--- config.mk ---
export PLATFORM = sky130hd
export DESIGN_NAME = computational_unit_gen
export DESIGN_NICKNAME = d
export VERILOG_FILES = /design/src/rtl/cu_pkg.sv /design/src/rtl/cu_alu.sv /design/src/rtl/computational_unit_gen.sv
export SDC_FILE = /design/constraint.sdc
export NUM_CORES = 1
export LEC_CHECK = 0
export BUFFER_PORTS_ARGS = -buffer_cell sky130_fd_sc_hd__buf_2
export CELL_PAD_IN_SITES_DETAIL_PLACEMENT = 1
export CELL_PAD_IN_SITES_GLOBAL_PLACEMENT = 1
export CORE_MARGIN = 2
export CORE_UTILIZATION = 45
export CTS_CLUSTER_SIZE = 30
export DETAILED_ROUTE_END_ITERATION = 10
export PLACE_DENSITY_LB_ADDON = 0.12
export SYNTH_ARGS = -nofsm -noshare
export SYNTH_HDL_FRONTEND = slang
export SYNTH_HIERARCHICAL = 1
export SYNTH_SLANG_ARGS = --single-unit
export TNS_END_PERCENT = 100
--- constraint.sdc ---
create_clock -name clk -period 10.35 [get_ports clk]
set_input_delay 0 -clock clk [delete_from_list [all_inputs] [get_ports clk]]
set_output_delay 0 -clock clk [all_outputs]
set_load 0.05 [all_outputs]
--- src/rtl/cu_pkg.sv ---
// Shared codes for the nibble-ISA computational unit:
// bus source selects, ALU functions, write-enable bits, timer states.
package cu_pkg;

  localparam logic [3:0] SRC_X0  = 4'd0;
  localparam logic [3:0] SRC_X1  = 4'd1;
  localparam logic [3:0] SRC_Y0  = 4'd2;
  localparam logic [3:0] SRC_Y1  = 4'd3;
  localparam logic [3:0] SRC_R   = 4'd4;
  localparam logic [3:0] SRC_M   = 4'd5;
  localparam logic [3:0] SRC_I   = 4'd6;
  localparam logic [3:0] SRC_DM  = 4'd7;
  localparam logic [3:0] SRC_IMM = 4'd8;
  localparam logic [3:0] SRC_PIN = 4'd9;
  localparam logic [3:0] SRC_TMR = 4'd10;

  localparam logic [2:0] ALU_NEG  = 3'd0;
  localparam logic [2:0] ALU_SUB  = 3'd1;
  localparam logic [2:0] ALU_ADD  = 3'd2;
  localparam logic [2:0] ALU_MULH = 3'd3;
  localparam logic [2:0] ALU_MULL = 3'd4;
  localparam logic [2:0] ALU_XOR  = 3'd5;
  localparam logic [2:0] ALU_AND  = 3'd6;
  localparam logic [2:0] ALU_NOT  = 3'd7;

  localparam int REN_X0  = 0;
  localparam int REN_X1  = 1;
  localparam int REN_Y0  = 2;
  localparam int REN_Y1  = 3;
  localparam int REN_R   = 4;
  localparam int REN_M   = 5;
  localparam int REN_I   = 6;
  localparam int REN_NC  = 7;
  localparam int REN_O   = 8;
  localparam int REN_PER = 9;

  typedef enum logic [1:0] {
    TMR_IDLE,
    TMR_RUN,
    TMR_DONE
  } tmr_state_t;

endpackage

--- src/rtl/cu_alu.sv ---
// Combinational ALU: result, carry/borrow and zero detect.
// fn[3] turns functions 000 and 111 into a pass-through of r.
module cu_alu
  import cu_pkg::*;
#(
  parameter int DW = 4
) (
  input  logic [3:0]    fn,
  input  logic [DW-1:0] x,
  input  logic [DW-1:0] y,
  input  logic [DW-1:0] r,
  output logic [DW-1:0] res,
  output logic          c_upd,
  output logic          c_val,
  output logic          zero
);

  logic [2*DW-1:0] prod;
  logic [DW:0]     sum;
  logic [DW:0]     diff;

  always_comb begin
    prod  = {{DW{1'b0}}, x} * {{DW{1'b0}}, y};
    sum   = {1'b0, x} + {1'b0, y};
    diff  = {1'b0, x} - {1'b0, y};
    res   = '0;
    c_upd = 1'b0;
    c_val = 1'b0;
    unique case (fn[2:0])
      ALU_NEG:  res = fn[3] ? r : -x;
      ALU_SUB: begin
        res   = diff[DW-1:0];
        c_upd = 1'b1;
        c_val = diff[DW];
      end
      ALU_ADD: begin
        res   = sum[DW-1:0];
        c_upd = 1'b1;
        c_val = sum[DW];
      end
      ALU_MULH: res = prod[2*DW-1:DW];
      ALU_MULL: res = prod[DW-1:0];
      ALU_XOR:  res = x ^ y;
      ALU_AND:  res = x & y;
      ALU_NOT:  res = fn[3] ? r : ~x;
      default:  res = '0;
    endcase
  end

  assign zero = (res == '0);

endmodule

--- src/rtl/computational_unit_gen.sv ---
// DW-bit computational unit with carry flag and an interval
// timer raising a latched, acknowledged interrupt request.
module computational_unit_gen
  import cu_pkg::*;
#(
  parameter int DW       = 4,
  parameter int TW       = 8,
  parameter int TMR_AUTO = 1
) (
  input  logic          clk,
  input  logic          reset,
  input  logic [3:0]    ir_nibble,
  input  logic [3:0]    source_sel,
  input  logic [9:0]    reg_en,
  input  logic          i_sel,
  input  logic          x_sel,
  input  logic          y_sel,
  input  logic [DW-1:0] dm,
  input  logic [DW-1:0] i_pins,
  input  logic          isr,
  output logic [DW-1:0] data_bus,
  output logic [DW-1:0] x0,
  output logic [DW-1:0] x1,
  output logic [DW-1:0] y0,
  output logic [DW-1:0] y1,
  output logic [DW-1:0] r,
  output logic [DW-1:0] m,
  output logic [DW-1:0] i,
  output logic [DW-1:0] o_reg,
  output logic          r_eq_0,
  output logic          r_carry,
  output logic          interrupt,
  output logic [TW-1:0] timer
);

  logic [DW-1:0] x0_q, x0_d, x1_q, x1_d, y0_q, y0_d, y1_q, y1_d;
  logic [DW-1:0] r_q, r_d, m_q, m_d, i_q, i_d, o_q, o_d;
  logic          eq_q, eq_d, c_q, c_d;
  logic [TW-1:0] timer_q, timer_d, period_q, period_d;
  logic          pend_q, pend_d, isr_d_q, isr_d_d;
  tmr_state_t    st_q, st_d;
  logic          term;

  logic [DW-1:0] alu_x, alu_y, alu_res;
  logic          c_upd, c_val, alu_zero;
  logic          unused_nc;

  assign unused_nc = reg_en[REN_NC];
  assign alu_x     = x_sel ? x1_q : x0_q;
  assign alu_y     = y_sel ? y1_q : y0_q;

  cu_alu #(.DW(DW)) u_alu (
    .fn    (ir_nibble),
    .x     (alu_x),
    .y     (alu_y),
    .r     (r_q),
    .res   (alu_res),
    .c_upd (c_upd),
    .c_val (c_val),
    .zero  (alu_zero)
  );

  always_comb begin
    case (source_sel)
      SRC_X0:  data_bus = x0_q;
      SRC_X1:  data_bus = x1_q;
      SRC_Y0:  data_bus = y0_q;
      SRC_Y1:  data_bus = y1_q;
      SRC_R:   data_bus = r_q;
      SRC_M:   data_bus = m_q;
      SRC_I:   data_bus = i_q;
      SRC_DM:  data_bus = dm;
      SRC_IMM: data_bus = DW'(ir_nibble);
      SRC_PIN: data_bus = i_pins;
      SRC_TMR: data_bus = timer_q[DW-1:0];
      default: data_bus = '0;
    endcase
  end

  always_comb begin
    x0_d = reg_en[REN_X0] ? data_bus : x0_q;
    x1_d = reg_en[REN_X1] ? data_bus : x1_q;
    y0_d = reg_en[REN_Y0] ? data_bus : y0_q;
    y1_d = reg_en[REN_Y1] ? data_bus : y1_q;
    m_d  = reg_en[REN_M]  ? data_bus : m_q;
    o_d  = reg_en[REN_O]  ? data_bus : o_q;
    r_d  = reg_en[REN_R]  ? alu_res  : r_q;
    eq_d = reg_en[REN_R]  ? alu_zero : eq_q;
    c_d  = (reg_en[REN_R] && c_upd) ? c_val : c_q;
    i_d  = i_q;
    if (reg_en[REN_I])
      i_d = i_sel ? i_q + m_q : data_bus;
  end

  // A period write overrides whatever the counter would do this edge.
  always_comb begin
    st_d     = st_q;
    timer_d  = timer_q;
    period_d = period_q;
    term     = 1'b0;
    if (reg_en[REN_PER]) begin
      period_d = TW'(data_bus);
      timer_d  = TW'(data_bus);
      st_d     = (period_d == '0) ? TMR_IDLE : TMR_RUN;
    end else begin
      unique case (st_q)
        TMR_RUN: begin
          if (timer_q == '0) begin
            timer_d = period_q;
          end else if (timer_q == TW'(1)) begin
            term    = 1'b1;
            timer_d = '0;
            if (TMR_AUTO == 0) st_d = TMR_DONE;
          end else begin
            timer_d = timer_q - TW'(1);
          end
        end
        default: timer_d = '0;
      endcase
    end
    isr_d_d = isr;
    pend_d  = term | (pend_q & ~(isr & ~isr_d_q));
  end

  always_ff @(posedge clk or posedge reset) begin
    if (reset) begin
      x0_q     <= '0;
      x1_q     <= '0;
      y0_q     <= '0;
      y1_q     <= '0;
      r_q      <= '0;
      m_q      <= '0;
      i_q      <= '0;
      o_q      <= '0;
      eq_q     <= 1'b1;
      c_q      <= 1'b0;
      timer_q  <= '0;
      period_q <= '0;
      pend_q   <= 1'b0;
      isr_d_q  <= 1'b0;
      st_q     <= TMR_IDLE;
    end else begin
      x0_q     <= x0_d;
      x1_q     <= x1_d;
      y0_q     <= y0_d;
      y1_q     <= y1_d;
      r_q      <= r_d;
      m_q      <= m_d;
      i_q      <= i_d;
      o_q      <= o_d;
      eq_q     <= eq_d;
      c_q      <= c_d;
      timer_q  <= timer_d;
      period_q <= period_d;
      pend_q   <= pend_d;
      isr_d_q  <= isr_d_d;
      st_q     <= st_d;
    end
  end

  assign x0        = x0_q;
  assign x1        = x1_q;
  assign y0        = y0_q;
  assign y1        = y1_q;
  assign r         = r_q;
  assign m         = m_q;
  assign i         = i_q;
  assign o_reg     = o_q;
  assign r_eq_0    = eq_q;
  assign r_carry   = c_q;
  assign interrupt = pend_q & ~isr;
  assign timer     = timer_q;

endmodule

# ---- Word-level counts from Yosys, hierarchy flattened
# Index checks and enable logic that the tools add are counted.
dict set report classes {
  n_reduce_logical 7
  add_sub_neg 5
  n_bitwise 10
  mul 1
  eq_ne 19
  n_mux 18
}
# cell n
set op_table {}
lappend op_table {{case mux 4 bit (11 select lines)} 1}
lappend op_table {{2-to-1 mux 8 bit} 4}
lappend op_table {{case mux 4 bit (8 select lines)} 1}
lappend op_table {{2-to-1 mux 4 bit} 5}
lappend op_table {{== test 4 x 3 -> 1 bit, second input constant} 4}
lappend op_table {{== test 3 bit, second input constant} 4}
lappend op_table {{== test 4 bit, second input constant} 3}
lappend op_table {{zero test 4 bit} 3}
lappend op_table {{== test 4 x 2 -> 1 bit, second input constant} 2}
lappend op_table {{== test 8 x 1 -> 1 bit, second input constant} 1}
lappend op_table {{zero test 8 bit} 1}
lappend op_table {{multiplier 4 x 4 -> 8 bit} 1}
lappend op_table {{subtractor 8 x 1 -> 8 bit, second input constant} 1}
lappend op_table {{== test 3 x 2 -> 1 bit, second input constant} 2}
lappend op_table {{2-to-1 mux 1 bit} 6}
lappend op_table {{adder 4 x 4 -> 5 bit} 1}
lappend op_table {{subtractor 4 x 4 -> 5 bit} 1}
lappend op_table {{adder 4 bit} 1}
lappend op_table {{bitwise AND 4 bit} 1}
lappend op_table {{== test 4 x 1 -> 1 bit, second input constant} 1}
lappend op_table {{negator 4 bit} 1}
lappend op_table {{inverter 4 bit} 1}
lappend op_table {{XOR 4 bit} 1}
lappend op_table {{bitwise AND 1 bit} 3}
lappend op_table {{8 further kinds} 10}
dict set report word_totals {
  input_bits 32
  register_bits 50
  wordCells 75
  out_inout_bits 47
}

# ---- Longest topological paths before layout
# Gate-level depths: netlist (run 1).
dict set report logic_depth {
  ltp_word 6
  ltp_mapped 15
}

# ---- Cells and area by module
# Netlist (run 1), hierarchy kept.
# module instances area_each_um2 cells_each
set modules_own_cells {}
lappend modules_own_cells {computational_unit_gen 1 2707.6 282}
lappend modules_own_cells {cu_alu 1 1126.1 146}

# ---- Worst setup path after synthesis (run 1)
# No wires, ideal clock.
dict set report synth_timing {
  kind {flip-flop to flip-flop}
  start {reg x1_q[1], in the netlist x1[1]}
  end {reg r_q[3], in the netlist r[3]}
  period_less_slack_ns 4.066
  path_slack_ns 6.284
  stages_incl_launch_ff 13
  setup_ns 0.125
  arrival_time_ns 3.941
  cell_sequence {dfrtp_1 -> mux2_2 -> nand2_1 -> fa_1 -> inv_1 -> fa_1 -> inv_1 -> fa_1 -> mux2_2 -> o22ai_1 -> a2111o_1 -> o31a_2 -> mux2_2}
}
dict set report synth_via {
  elab_chain_len 4
  elab_cells_between_ends 7
  classes_between {3 x add/sub; 1 x mul; 3 x mux}
}
# item line_no
set synth_rtl {}
lappend synth_rtl {{from (decl)} computational_unit_gen.sv:36} ;# logic [DW-1:0] x0_q, x0_d, x1_q, x1_d, y0_q, y0_d, y1_q, y1_d;
lappend synth_rtl {{from (signal assigned)} computational_unit_gen.sv:128} ;# x1_q <= '0;
lappend synth_rtl {{from (signal assigned)} computational_unit_gen.sv:144} ;# x1_q <= x1_d;
lappend synth_rtl {{2-to-1 mux 4 bit *} computational_unit_gen.sv:49} ;# assign alu_x = x_sel ? x1_q : x0_q;
lappend synth_rtl {{net alu_x[1]} computational_unit_gen.sv:44} ;# logic [DW-1:0] alu_x, alu_y, alu_res;
lappend synth_rtl {{branches (longest 2 deep; another with multiplier 4 x 4 -> 8 bit)} -}
lappend synth_rtl {{case mux 4 bit (8 select lines) *} cu_alu.sv:29} ;# unique case (fn[2:0])
lappend synth_rtl {{net alu_res[3]} computational_unit_gen.sv:44}
lappend synth_rtl {{to (signal assigned)} computational_unit_gen.sv:147} ;# r_q <= r_d;
lappend synth_rtl {{to (decl)} computational_unit_gen.sv:37} ;# logic [DW-1:0] r_q, r_d, m_q, m_d, i_q, i_d, o_q, o_d;
# Mark *: on every way through the listed nets, which the timed path passes.
# A chain may end at the register's enable or synchronous reset.

# ---- Final worst setup path (run 1)
# Same ends and word-level chain as after synthesis.

==> results.md, run 1 <==
* Area leader, netlist: dfrtp_1
* Worst-Margin Slew at 1043 ps
* Layout area overhead at 15.21%
* Main synth FF type: dfrtp_1
* Hold EP: r[1]
* DRC viols at 0
* Commonest non-fill, non-tap cells in the layout: buf_2 (77), nor2_1 (52), a21oi_1 (51)
* Avg WL per Cell at 18.90 um
* Mapped cell area at 3834 sq um
* Largest register FFs at 8
* Clk Latency, worst-skew pair at 320 ps
* # H-tree levels at 2
* Cells after Synth at 428
* Row cnt at 33
* Vias per cell at 5.735
* CTS sink count at 49
* Syn_nets at 494
* Required @ worst endpoint at 10550 ps
* Most common cell after layout, fill and taps aside: buf_2
* Final Skew at 8.752 ps
* Post-synth EDFFs at 0
* Status: finished clean
* Critical path peak fanout at 9
* PD cells at 237.3 nW/um^2
* Die Ht at 96.30 um
* Nature of the critical path startpoint: register
* Grt ovf at 0
* Crit path time final at 4095 ps
* Max Freq at 244.2 MHz
* Nets at 563
* Final wirelength at 11400 um
* GRT Overall Usage at 25.47%
* Worst slew margin at 30.39%
* Largest net degree at the start of global routing at 50
* Worst Path Arrival at 4300 ps
* Fin. Hold Viols at 0
* Element type at the critical path end: register
* Top Ports at 79
* Setup violators final at 0
* Reg2Reg Launch Point: x1[1]
* Clock slew at reported path FFs at 100 ps
* First-pass GRT wire length at 18020 um
* DRT iter0 DRCs at 194
* Clk root buf: clkbuf_8
* Placer Congestion at 0.8956
* Worst R2R End: r[3]
* Synth area leaders: dfrtp_1 (31%), ha_1 (8.8%), a21oi_1 (6.7%)
* Layout Cells excl Fill at 603
* Die W at 96.30 um
* Share of cells above drive strength 1 at 23.69%
* CTS tree: yes
* Initial Util at 46.42%
* Hold_sp: reg_en[4]
* Worst R2R Setup Slack at 6260 ps
* FILL cells at 1024
* Vias in the first global route at 3515
* Asr flop ratio synth at 100.0%
* Hold Path Cell Cnt at 2
* Leak at 2.088 nW
* CP Class: register to register
* Max Cap Viol at 0
* RSZ-0062 raised after global routing: false
* Overall power at 1.048 mW
* Post-synth top area share at 31.33%
* Bufs on Longest Clock Path at 2
* DP Cell Count at 585
* Num CTS Buffers at 5
* Worst R2R Path Depth at 12
* Crit share post-route at 39.56%
* Sequential area share after synthesis at 32.02%
* #FFs+latches synth at 49
* Peak VDD IR at 0.1221 mV
* Setup TNS Final at 0 ps
* Die Area at 9274 sq um
* # diodes at 0
* Core ar. at 8258 sq um
* Vias at 3458
* I/O Buffers at 77
* Max-slew violations at 0
* Cell variety after synth at 68
* DR pass1 iterations at 4
* Routed Antenna Nets at 0
* Synth Area per Inst at 8.957 sq um
* Synth Warn # at 6
* Post-detail-place hpwl at 8591 um
* Initial antenna violation count at 0
* Min-Delay Path Class: input pin to register
==> stage by stage <==
stage	instance area, sq um	hold slack [ps]	utilization [%]	worst slack (ps)
finish	4417	41.02	53.48	6255
global route	4417	53.07	53.48	6104
global placement	4200	136.2	50.86	6378
CTS	4417	35.89	53.48	6261
detailed placement	4200	144.6	50.86	6297
floorplan	3834	31.43	-	6284
==> kinds of logic after synthesis <==
kind of cell	synth area share, %
compound gates	19.58
xor+xnor	3.427
fa+ha+maj	12.47
buf+inv	6.755
flops	32.02
mux	7.310
simple gates	18.44
==> where the power goes <==
part	leakage, nW	total [mW]	internal [mW]	switching (mW)
logic	1.45	0.605	0.204	0.401
clock network	0.0591	0.146	0.0739	0.0726
registers	0.578	0.296	0.238	0.0588
==> layout make-up <==
class | count | area, sq um | area share, %
clock buffer | 5 | 68.82 | 1.558
clock inverter | 3 | 47.55 | 1.076
inverter | 29 | 108.9 | 2.465
multi-input combinational | 325 | 2347 | 53.14
sequential | 49 | 1227 | 27.79
tap | 105 | 131.4 | 2.975
timing repair buffer | 87 | 485.5 | 10.99
==> synth_stat cells (4+ instances only) <==
cell and n:
and3_1 5, and2_1 6, nand3b_1 7, mux2_2 17, o21ai_0 17, inv_1 28
fa_1 7, a31oi_1 4, nand2_1 23, mux2i_1 4, nand3_1 5, dfrtp_1 48
buf_6 5, xnor2_1 7, a21o_1 5, o211ai_1 5, ha_1 27, a21oi_1 51
a22oi_1 4, buf_1 6, buf_2 9, nor2_1 52, nor2b_1 9, xor2_1 8
nor3_1 6
==> timing repair <==
action,CTS,global route
hold buffers,10,0
endpoints found under the hold margin,78,0
gates resized for setup,0,0
setup buffers,0,0
endpoints found under the setup margin,0,0
==> worst max-delay path, stage by stage (launching register included) <==
cell and delay, ps:
dfrtp_1 430, mux2_2 330, nand2_1 120, fa_1 510, inv_1 60, fa_1 570
inv_1 80, fa_1 570, mux2_2 150, o22ai_1 80, a2111o_1 430, o31a_2 380
mux2_2 270
==> per-layer routing <==
layer  routed length, um  GRT usage (%)  share of wire, %  vias to the layer above
met1                4947          34.49                43                     1721
met3                 458          2.428               4.0                       12
met2                5800          43.63                51                       73
li1                    -              -                 -                     1652
met4                 189          6.573               1.7                        0
met5                   0              0                 0                        -
==> worst max-delay path by stage <==
stage             end  cells after the start  startpoint
4_1_cts          r[3]                     12       x1[1]
2_1_floorplan    r[3]                     12       x1[1]
5_1_grt        r_eq_0                     13       x1[1]
3_3_place_gp     r[3]                     12       x1[1]
3_5_place_dp     r[3]                     12       x1[1]
6_report         r[3]                     12       x1[1]
Note: power is estimated with default switching activity, not from simulation.
==> inputs of run 2 (changes only) <==
ABC_AREA = 1   (was not set)
CORE_UTILIZATION = 36   (was 45)
clock period = 3.6 ns   (was 10.35 ns; I/O delays follow)
==> run 2 against run 1 <==
Maximum frequency rose by 21%. First-iteration DRC count fell by 22%. Critical path depth rose by 4. Synthesized cell count rose by 26%. Count of clock-buffer cells in the layout rose by 1. Utilization fell by 8.2 points. Via count rose by 12%. Combinational power rose to 2.5 times the previous value. Largest power group unchanged.
==> results.md, run 2 <==
* Min-Delay Path Class: input pin to register
* Peak VDD IR at 0.4301 mV
* First-pass GRT wire length at 20210 um
* Overall power at 2.676 mW
* DR pass1 iterations at 4
* Nets at 706
* Most common cell after layout, fill and taps aside: nand2_1
* Worst R2R Path Depth at 16
* Asr flop ratio synth at 100.0%
* CP Class: register to register
* Most common cell in the synthesized netlist: nand2_1
* Initial Util at 37.38%
* Worst slew margin at 29.53%
* Post-Synth XOR/XNOR Area at 1.799%
* Mapped cell area at 3894 sq um
* Die Area at 11660 sq um
* Most frequent CP cell: inv_1
* Final wirelength at 12360 um
* Max-slew violations at 0
* Vias per cell at 4.986
* Final Skew at 11.18 ps
* Clk Latency, worst-skew pair at 310 ps
* DRT iter0 DRCs at 151
* Post-synth EDFFs at 0
* Post-detail-place hpwl at 9867 um
* DP Cell Count at 756
* Placer Congestion at 0.9008
* Reg2Reg Launch Point: x0[0]
* Nature of the critical path startpoint: register
* Element type at the critical path end: register
* Leak at 2.662 nW
* Row cnt at 37
* Sequential area share after synthesis at 31.52%
* Die Ht at 108 um
* Post-Synth Simple-Gate Area at 31.97%
* Crit share post-route at 94.34%
* Die W at 108 um
* Top Ports at 79
* Largest register FFs at 8
* Clock slew at reported path FFs at 100 ps
* Vias in the first global route at 4113
* Max Cap Viol at 0
* Synth Area per Inst at 7.211 sq um
* Crit path time final at 3396 ps
* Crit path largest cell delay at 540 ps
* Main synth FF type: dfrtp_1
* Synth cell count leaders: nand2_1 (145), inv_1 (71), nand3_1 (55), nor2_1 (54), dfrtp_1 (48)
* #FFs+latches synth at 49
* Post-synth top area share at 30.85%
* Routed Antenna Nets at 0
* CTS sink count at 49
* Cell variety after synth at 37
* Synth area leaders: dfrtp_1 (31%), nand2_1 (14%), ha_1 (8.7%)
* Worst R2R End: r[3]
* Avg WL per Cell at 15.91 um
* CTS tree: yes
* Num CTS Buffers at 5
* Vias at 3874
* Grt ovf at 0
* Cells after Synth at 540
* Worst R2R Setup Slack at 200 ps
* # diodes at 0
* # H-tree levels at 2
* Core ar. at 10420 sq um
* Syn_nets at 606
* Bufs on Longest Clock Path at 2
* Critical path peak fanout at 3
* Layout Cells excl Fill at 777
* Share of cells above drive strength 1 at 24.65%
* RSZ-0062 raised after global routing: false
* DRC viols at 0
* Setup TNS Final at 0 ps
* Worst-Margin Slew at 1056 ps
* Synth Area in Compound Gates at 8.515%
* Largest family of logic cells by synthesized area: simple AND/OR/NAND/NOR gates
* GRT Overall Usage at 21.94%
* Largest net degree at the start of global routing at 50
* Worst Path Arrival at 3600 ps
* CP Cell Sequence: inv_1, o21ai_2, nand2_1, fa_1, inv_1, fa_1, inv_1, fa_1, inv_1, nand3_1, nand3_1, nor2_1, nand3_1, nor2_2, nor2_2, mux2_2
* Final Cell Area at 4713 sq um
* Layout area overhead at 21.05%
* Max Freq at 294.5 MHz
* Status: finished clean
* Area leader, netlist: dfrtp_1
* PD cells at 567.8 nW/um^2
* Crit path to: r[3]
* Slowest-stage cell, CP: fa_1
* Initial antenna violation count at 0
* Fin. Hold Viols at 0
* Mux cell area share after synthesis at 4.916%
* FILL cells at 1366
* Synth Warn # at 6
* Required @ worst endpoint at 3800 ps
* I/O Buffers at 77
* Dpl cell area at 4482 sq um
* Setup violators final at 0
* Commonest non-fill, non-tap cells in the layout: nand2_1 (145), buf_2 (77), inv_1 (70)
* Crit path launch: x0[0]
* Clk root buf: clkbuf_8
* Synth Area in Adders at 12.28%
## run 2: cell types whose count changed after synthesis, moves of 8 or more
cell	delta
a21oi_1	-40
nand3_1	+50
nand2_1	+122
inv_1	+43
o21ai_0	+18
nor2_2	+8
nor2b_1	-9
## run 2: cell type report
type | count | area [sq um] | share of cell area, %
multi-input combinational | 405 | 2340 | 49.64
sequential | 49 | 1236 | 26.23
tap | 136 | 170.2 | 3.610
clock inverter | 2 | 13.76 | 0.2920
clock buffer | 6 | 72.57 | 1.540
inverter | 80 | 302.8 | 6.424
timing repair buffer | 99 | 578.1 | 12.26
## run 2: through the flow
stage               hold slack (ps)  utilization [%]  setup WS [ps]
global placement              140.0            43.03          170.8
detailed placement            152.2            43.03          50.03
floorplan                     31.43                -          12.14
global route                  51.73            45.25          9.574
finish                        22.00            45.25          203.9
CTS                           11.69            44.91          43.54
## run 2: metal layers
metal	share of wire, %	global-route usage (%)	vias to the layer above
met3	2.7	2.291	14
met2	52	40.66	62
met4	1.7	6.227	0
met1	44	26.85	1865
met5	0	0	-
li1	-	-	1933
## run 2: cells by family after synthesis
group,count (synthesis)
adders and majority gates,34
muxes,17
buffers and inverters,86
xor gates and xnor gates,8
DFF,49
and+or+nand+nor,286
AOI/OAI and AO/OA,60
## run 2: how the worst min path moves through the flow
| stage | start | to | slack, ps | depth (start not counted) |
|---|---|---|---|---|
| floorplan | isr | isr_d_q | 30 | 0 |
| detailed placement | isr | isr_d_q | 150 | 1 |
| global placement | isr | isr_d_q | 140 | 1 |
| CTS | i_sel | i[0] | 10 | 3 |
| finish | i_sel | i[0] | 20 | 3 |
| global route | i_sel | i[0] | 50 | 3 |
## run 2: where the power goes
part / internal [mW] / switching, mW / leakage (nW)
sequential: 0.686 / 0.136 / 0.629
clock: 0.139 / 0.199 / 0.0456
combinational: 0.440 / 1.08 / 1.99
## run 2: critical path: cells and delay by family, from the launching register on
family / cells / cell delay, ps
adders and majority gates: 3 / 1580
and+or+nand+nor: 7 / 690
DFF: 1 / 380
AOI/OAI and AO/OA: 1 / 170
muxes: 1 / 260
buffers and inverters: 4 / 220
## run 2: what timing repair did
| item | 4_1_cts | 5_1_grt |
|---|---|---|
| hold endpoints to repair | 63 | 0 |
| setup buffers | 0 | 2 |
| hold buffers | 11 | 0 |
| setup endpoints to repair | 0 | 4 |
| resized for setup | 0 | 7 |
